$ cat src/rtl/mult_rr_arbiter.sv
// Round-robin arbiter and sequencer that shares one unsigned multiplier
// between N_REQ requesters. One job is in flight at a time: the winner's
// operands are captured, GO is pulsed, the multiplier's READY handshake is
// tracked through busy/done, and the product is returned tagged with the
// requester ID. A watchdog turns a hung multiplier into an error response.
module mult_rr_arbiter #(
   parameter int N_REQ              = 4,
   parameter int MULTIPLICAND_WIDTH = 3,
   parameter int MULTIPLIER_WIDTH   = 3,
   parameter int PRODUCT_WIDTH      = 6,
   parameter int WATCHDOG_CYCLES    = 31,
   parameter int ID_W               = $clog2(N_REQ)
) (
   input  logic                                   SYS_CLOCK,
   input  logic                                   FSM_SRESET,
   input  logic [N_REQ-1:0]                       REQ,
   input  logic [N_REQ*MULTIPLICAND_WIDTH-1:0]    REQ_A,
   input  logic [N_REQ*MULTIPLIER_WIDTH-1:0]      REQ_B,
   output logic [N_REQ-1:0]                       GNT,
   output logic                                   RSP_VALID,
   output logic [ID_W-1:0]                        RSP_ID,
   output logic [PRODUCT_WIDTH-1:0]               RSP_Y,
   output logic                                   RSP_ERR,
   output logic                                   BUSY,
   output logic                                   MULT_GO,
   output logic [MULTIPLICAND_WIDTH-1:0]          MULT_A,
   output logic [MULTIPLIER_WIDTH-1:0]            MULT_B,
   input  logic                                   MULT_READY,
   input  logic [PRODUCT_WIDTH-1:0]               MULT_Y
);

   localparam int WD_W = $clog2(WATCHDOG_CYCLES + 1);

   typedef enum logic [2:0] {
      S_IDLE,
      S_ISSUE,
      S_WAIT_BUSY,
      S_WAIT_DONE,
      S_RESP
   } state_t;

   state_t                        state_q, state_d;
   logic [ID_W-1:0]               prio_q, prio_d;
   logic [N_REQ-1:0]              gnt_q, gnt_d;
   logic                          rsp_valid_q, rsp_valid_d;
   logic [ID_W-1:0]               rsp_id_q, rsp_id_d;
   logic [PRODUCT_WIDTH-1:0]      rsp_y_q, rsp_y_d;
   logic                          rsp_err_q, rsp_err_d;
   logic [MULTIPLICAND_WIDTH-1:0] mult_a_q, mult_a_d;
   logic [MULTIPLIER_WIDTH-1:0]   mult_b_q, mult_b_d;
   logic [WD_W-1:0]               wd_q, wd_d;

   logic                          win_found;
   logic [ID_W-1:0]               win_id;
   logic [ID_W:0]                 cand;
   logic                          wd_expired;

   // The watchdog counts from 0, so the last permitted wait cycle is WATCHDOG_CYCLES-1.
   assign wd_expired = (wd_q == WD_W'(WATCHDOG_CYCLES - 1));

   // Round-robin search: first requester at or above the pointer, wrapping past N_REQ-1.
   always_comb begin
      win_found = 1'b0;
      win_id    = '0;
      cand      = '0;
      for (int off = 0; off < N_REQ; off++) begin
         cand = {1'b0, prio_q} + (ID_W+1)'(off);
         if (cand >= (ID_W+1)'(N_REQ)) begin
            cand = cand - (ID_W+1)'(N_REQ);
         end
         if (!win_found && REQ[cand[ID_W-1:0]]) begin
            win_found = 1'b1;
            win_id    = cand[ID_W-1:0];
         end
      end
   end

   // Next-state and registered-output logic for the job sequencer.
   always_comb begin
      state_d     = state_q;
      prio_d      = prio_q;
      gnt_d       = '0;
      rsp_valid_d = 1'b0;
      rsp_id_d    = rsp_id_q;
      rsp_y_d     = rsp_y_q;
      rsp_err_d   = rsp_err_q;
      mult_a_d    = mult_a_q;
      mult_b_d    = mult_b_q;
      wd_d        = wd_q;
      unique case (state_q)
         S_IDLE: begin
            // A READY multiplier is required so a job dropped by reset cannot collide with a new one.
            if (win_found && MULT_READY) begin
               state_d   = S_ISSUE;
               gnt_d     = N_REQ'(1) << win_id;
               rsp_id_d  = win_id;
               rsp_y_d   = '0;
               rsp_err_d = 1'b0;
               mult_a_d  = REQ_A[win_id*MULTIPLICAND_WIDTH +: MULTIPLICAND_WIDTH];
               mult_b_d  = REQ_B[win_id*MULTIPLIER_WIDTH +: MULTIPLIER_WIDTH];
            end
         end
         S_ISSUE: begin
            state_d = S_WAIT_BUSY;
            wd_d    = '0;
         end
         S_WAIT_BUSY: begin
            if (!MULT_READY) begin
               state_d = S_WAIT_DONE;
               wd_d    = '0;
            end else if (wd_expired) begin
               state_d     = S_RESP;
               rsp_valid_d = 1'b1;
               rsp_err_d   = 1'b1;
               rsp_y_d     = '0;
            end else begin
               wd_d = wd_q + WD_W'(1);
            end
         end
         S_WAIT_DONE: begin
            if (MULT_READY) begin
               state_d     = S_RESP;
               rsp_valid_d = 1'b1;
               rsp_err_d   = 1'b0;
               rsp_y_d     = MULT_Y;
            end else if (wd_expired) begin
               state_d     = S_RESP;
               rsp_valid_d = 1'b1;
               rsp_err_d   = 1'b1;
               rsp_y_d     = '0;
            end else begin
               wd_d = wd_q + WD_W'(1);
            end
         end
         S_RESP: begin
            state_d = S_IDLE;
            prio_d  = (rsp_id_q == ID_W'(N_REQ - 1)) ? '0 : rsp_id_q + ID_W'(1);
         end
         default: begin
            state_d = S_IDLE;
         end
      endcase
   end

   // State and output registers; reset drops any in-flight job silently.
   always_ff @(posedge SYS_CLOCK) begin
      if (FSM_SRESET) begin
         state_q     <= S_IDLE;
         prio_q      <= '0;
         gnt_q       <= '0;
         rsp_valid_q <= 1'b0;
         rsp_id_q    <= '0;
         rsp_y_q     <= '0;
         rsp_err_q   <= 1'b0;
         mult_a_q    <= '0;
         mult_b_q    <= '0;
         wd_q        <= '0;
      end else begin
         state_q     <= state_d;
         prio_q      <= prio_d;
         gnt_q       <= gnt_d;
         rsp_valid_q <= rsp_valid_d;
         rsp_id_q    <= rsp_id_d;
         rsp_y_q     <= rsp_y_d;
         rsp_err_q   <= rsp_err_d;
         mult_a_q    <= mult_a_d;
         mult_b_q    <= mult_b_d;
         wd_q        <= wd_d;
      end
   end

   assign GNT       = gnt_q;
   assign RSP_VALID = rsp_valid_q;
   assign RSP_ID    = rsp_id_q;
   assign RSP_Y     = rsp_y_q;
   assign RSP_ERR   = rsp_err_q;
   assign MULT_A    = mult_a_q;
   assign MULT_B    = mult_b_q;
   assign BUSY      = (state_q != S_IDLE);
   assign MULT_GO   = (state_q == S_ISSUE);

endmodule
$ cat config.mk
export PLATFORM = sky130hd
export DESIGN_NAME = mult_rr_arbiter
export DESIGN_NICKNAME = d
export VERILOG_FILES = /design/src/rtl/mult_rr_arbiter.sv
export SDC_FILE = /design/constraint.sdc
export NUM_CORES = 1
export LEC_CHECK = 0
export ABC_AREA = 1
export CORE_MARGIN = 1.5
export CORE_UTILIZATION = 42
export CTS_CLUSTER_DIAMETER = 30
export DETAILED_ROUTE_END_ITERATION = 10
export PLACE_DENSITY = 0.76
export SYNTH_ARGS = -nofsm -noshare
export SYNTH_HDL_FRONTEND = slang
export SYNTH_SLANG_ARGS = --single-unit
$ cat constraint.sdc
create_clock -name SYS_CLOCK -period 1.71 [get_ports SYS_CLOCK]
set_clock_uncertainty 0.05 [all_clocks]
set_input_delay 0.2565 -clock SYS_CLOCK [delete_from_list [all_inputs] [get_ports SYS_CLOCK]]
set_output_delay 0.2565 -clock SYS_CLOCK [all_outputs]
set_load 0.02 [all_outputs]
==> impl_metrics.csv <==
group,metric,value,unit
status,status,"finished, violations left",
status,violations,"setup timing",
pwr,fin_total_pwr,2.718,mW
die,die_h,70.05,um
critical_path,reg2reg_from,"prio_q[0]",
layout,nFillCells,372,
layout,syn2layout_area_growth,54.27,%
die,die_x,70.05,um
timing,period_share,1.031,
layout,drive_above_1_share,0.1951,
timing,setup_viol,13,
critical_path,path_max_fanout,16,
grt,grt_first_pass_wirelength,7.748,mm
timing,slew_headroom,0.7272,
critical_path,critPathKind,"register to register",
logic_synthesis,ys_seq_area_frac,0.3181,
detailed_routing,dr_wl_met2,2.282,mm
die,initial_utilization,0.4336,
grt,antenna_found_initial,0,
logic_synthesis,synth_area,1888,sq um
die,die_area,4906,sq um
clock_network,cts_root_buffer,"clkbuf_8",
layout,diodes,0,
detailed_routing,detail_route.wl_per_cell,11.35,um
timing,worst_slew_pin_slew,0.4088,ns
clock_network,clock_sinks,30,
timing,finalWorstSetupSlack,-0.05287,ns
timing,slew_viol_final,0,
timing,holdWs,0.4335,ns
critical_path,cp.arrival,1.88,ns
logic_synthesis,synth_nets,332,
place,pre_cts_ws,-0.3142,ns
timing,hold_violations,0,
timing,fmaxAchievable,567.3,MHz
detailed_routing,drt_wl_total,4.779,mm
logic_synthesis,synth_top_area_share,0.3181,
detailed_routing,first_iter_violations,131,
detailed_routing,via_count,2094,
clock_network,cts_hold_buffers,0,
detailed_routing,met1Wirelength,2.214,mm
logic_synthesis,synth_area_leaders,"dfxtp_1 (32%), nand2_1 (14%), inv_1 (11%)",
clock_network,clkTransAtPathRegs,0.06,ns
pwr,ir_drop,0.0006104,V
logic_synthesis,synth_top_area_cell,"dfxtp_1",
pwr,power.density,933.2,nW/um^2
logic_synthesis,synth_cells,292,
place,finalWeightedCongestion,0.8792,
detailed_routing,drc,0,
critical_path,worstSetupStartpoint,"prio_q[0]",
detailed_routing,top_layer_used,"met4",
clock_network,cts_made_buffers,5,
layout,final_nets,410,
die,num_rows,24,
detailed_routing,wl_met3,243,um
timing,grt_setup_unrepaired,"yes",
place,port_buffers,58,
critical_path,end_kind,"register",
detailed_routing,final_antenna_net_count,0,
logic_synthesis,synth.distinct_cells,24,
worst_hold_path,hp-class,"register to register",
clock_network,clock_latency,0.27,ns
clock_network,cts_tree,"built",
critical_path,cp.required,1.83,ns
worst_hold_path,min_from,"wd_q[3]",
critical_path,start_kind,"register",
grt,grt_max_degree,17,
grt,first_global_vias,1865,
grt,grt-ovfl-total,0,
logic_synthesis,synth_warnings,0,
grt,track_usage,0.1899,
place,hpwl,3.407,mm
logic_synthesis,avgSynthCellArea,6.466,sq um
run,drv_cap,0,
die,num_io_pins,59,
timing,min_period,1.763,ns
clock_network,cts_buffer_depth,2,
clock_network,htreeDepth,2,
detailed_routing,dr.pass1.iters,4,
detailed_routing,vias_per_cell,4.974,
logic_synthesis,ys_ff_latch,30,
die,core,4354,sq um
pwr,leakagePower,1.401,nW
==> cell usage in the layout, fill, tap and decap left out, types with 10 or more instances in the layout <==
master	n
nand2_1	60
clkdlybuf4s50_1	56
inv_1	52
nand3_1	29
dfxtp_1	28
buf_4	17
nor2_1	16
a21oi_1	16
nand4_1	13
nand2_2	11
nand2_4	10
==> logic make-up after synthesis <==
family / synth area share
AO/OA/AOI/OAI: 0.1113
adder cells (fa/ha/maj): 0.01988
flip-flops: 0.3181
XOR/XNOR: 0.004640
AND/OR/NAND/NOR: 0.3963
buffers and inverters: 0.1498
==> power breakdown <==
group | leakage [nW] | switching, mW | internal, mW
logic | 1.11 | 0.726 | 0.582
clock network | 0.0431 | 0.236 | 0.309
registers | 0.245 | 0.0679 | 0.797
total | 1.40 | 1.03 | 1.69
==> sequential cells by signal, indices dropped and copies added (netlist names), 2 cells and up <==
| name | cells |
|---|---|
| RSP_ID | 2 |
| MULT_A | 3 |
| wd_q | 5 |
| prio_q | 2 |
| RSP_Y | 6 |
| MULT_B | 3 |
| state_q | 3 |
| GNT | 4 |
==> what timing repair did <==
action / in CTS / in global routing
resized for setup: 19 / 21
pin swaps: 3 / 8
cloned: 0 / 1
buffers inserted: 2 / 1
setup endpoints to repair: 20 / 20
==> metal layers <==
layer  GRT usage  vias to the layer above
li1            -                     1089
met1      0.2554                      944
met2      0.3111                       56
met3     0.03463                        5
met4     0.05556                        0
met5           0                        -
==> worst max-delay path: stages (launching register included) <==
cell and delay [ns]:
dfxtp_2 0.34, buf_12 0.13, inv_8 0.05, nand2_1 0.06, nand2_2 0.09, nand2_2 0.10, nand2_4 0.07, nor2_8 0.10
nand3_4 0.15, nand3_4 0.15, inv_4 0.09, o21a_1 0.17, nand2_1 0.07, inv_1 0.04
==> path summary, 6_finish.rpt <==
path	endpoint	slack [ns]	cells after the start
worst max register to register	MULT_A[1]	-0.05	13
worst max-delay path	MULT_A[1]	-0.05	13
worst min register to register	wd_q[3]	0.43	2
worst min-delay path	wd_q[3]	0.43	2
==> cell usage after synthesis <==
library cell and n:
nand2_1 69, inv_1 53, nand3_1 34, dfxtp_1 30, a21oi_1 18, nor2_1 18, nand4_1 13, nand2_2 12
o21ai_0 7, o21a_1 6, inv_2 4, a211oi_1 3, buf_2 3, buf_6 3, clkbuf_1 3, ha_1 3
nand3_2 3, nand3_4 2, nor3_1 2, o21ai_1 2, inv_6 1, nor2_8 1, o211ai_1 1, xor2_1 1
==> cell type report <==
| class | count | area, sq um | area share |
|---|---|---|---|
| well taps | 52 | 65.06 | 0.02234 |
| multi-input cells | 196 | 1145 | 0.3930 |
| repair buffers | 79 | 787.0 | 0.2702 |
| clock buffers | 6 | 82.58 | 0.02835 |
| inverters | 58 | 230.2 | 0.07904 |
| flip-flops and latches | 30 | 603.1 | 0.2070 |
==> through the flow <==
stage / instances / utilization / TNS [ns] / instance area [sq um]
after floorplan: 292 / - / 0 / 1888
after global placement: 411 / 0.6106 / -4.779 / 2659
after detailed placement: 411 / 0.6106 / -5.625 / 2659
after CTS: 419 / 0.6468 / 0 / 2816
after global routing: 421 / 0.6690 / -2.389 / 2913
final: 421 / 0.6690 / -0.4346 / 2913
Power figures use the tool's default switching activity.
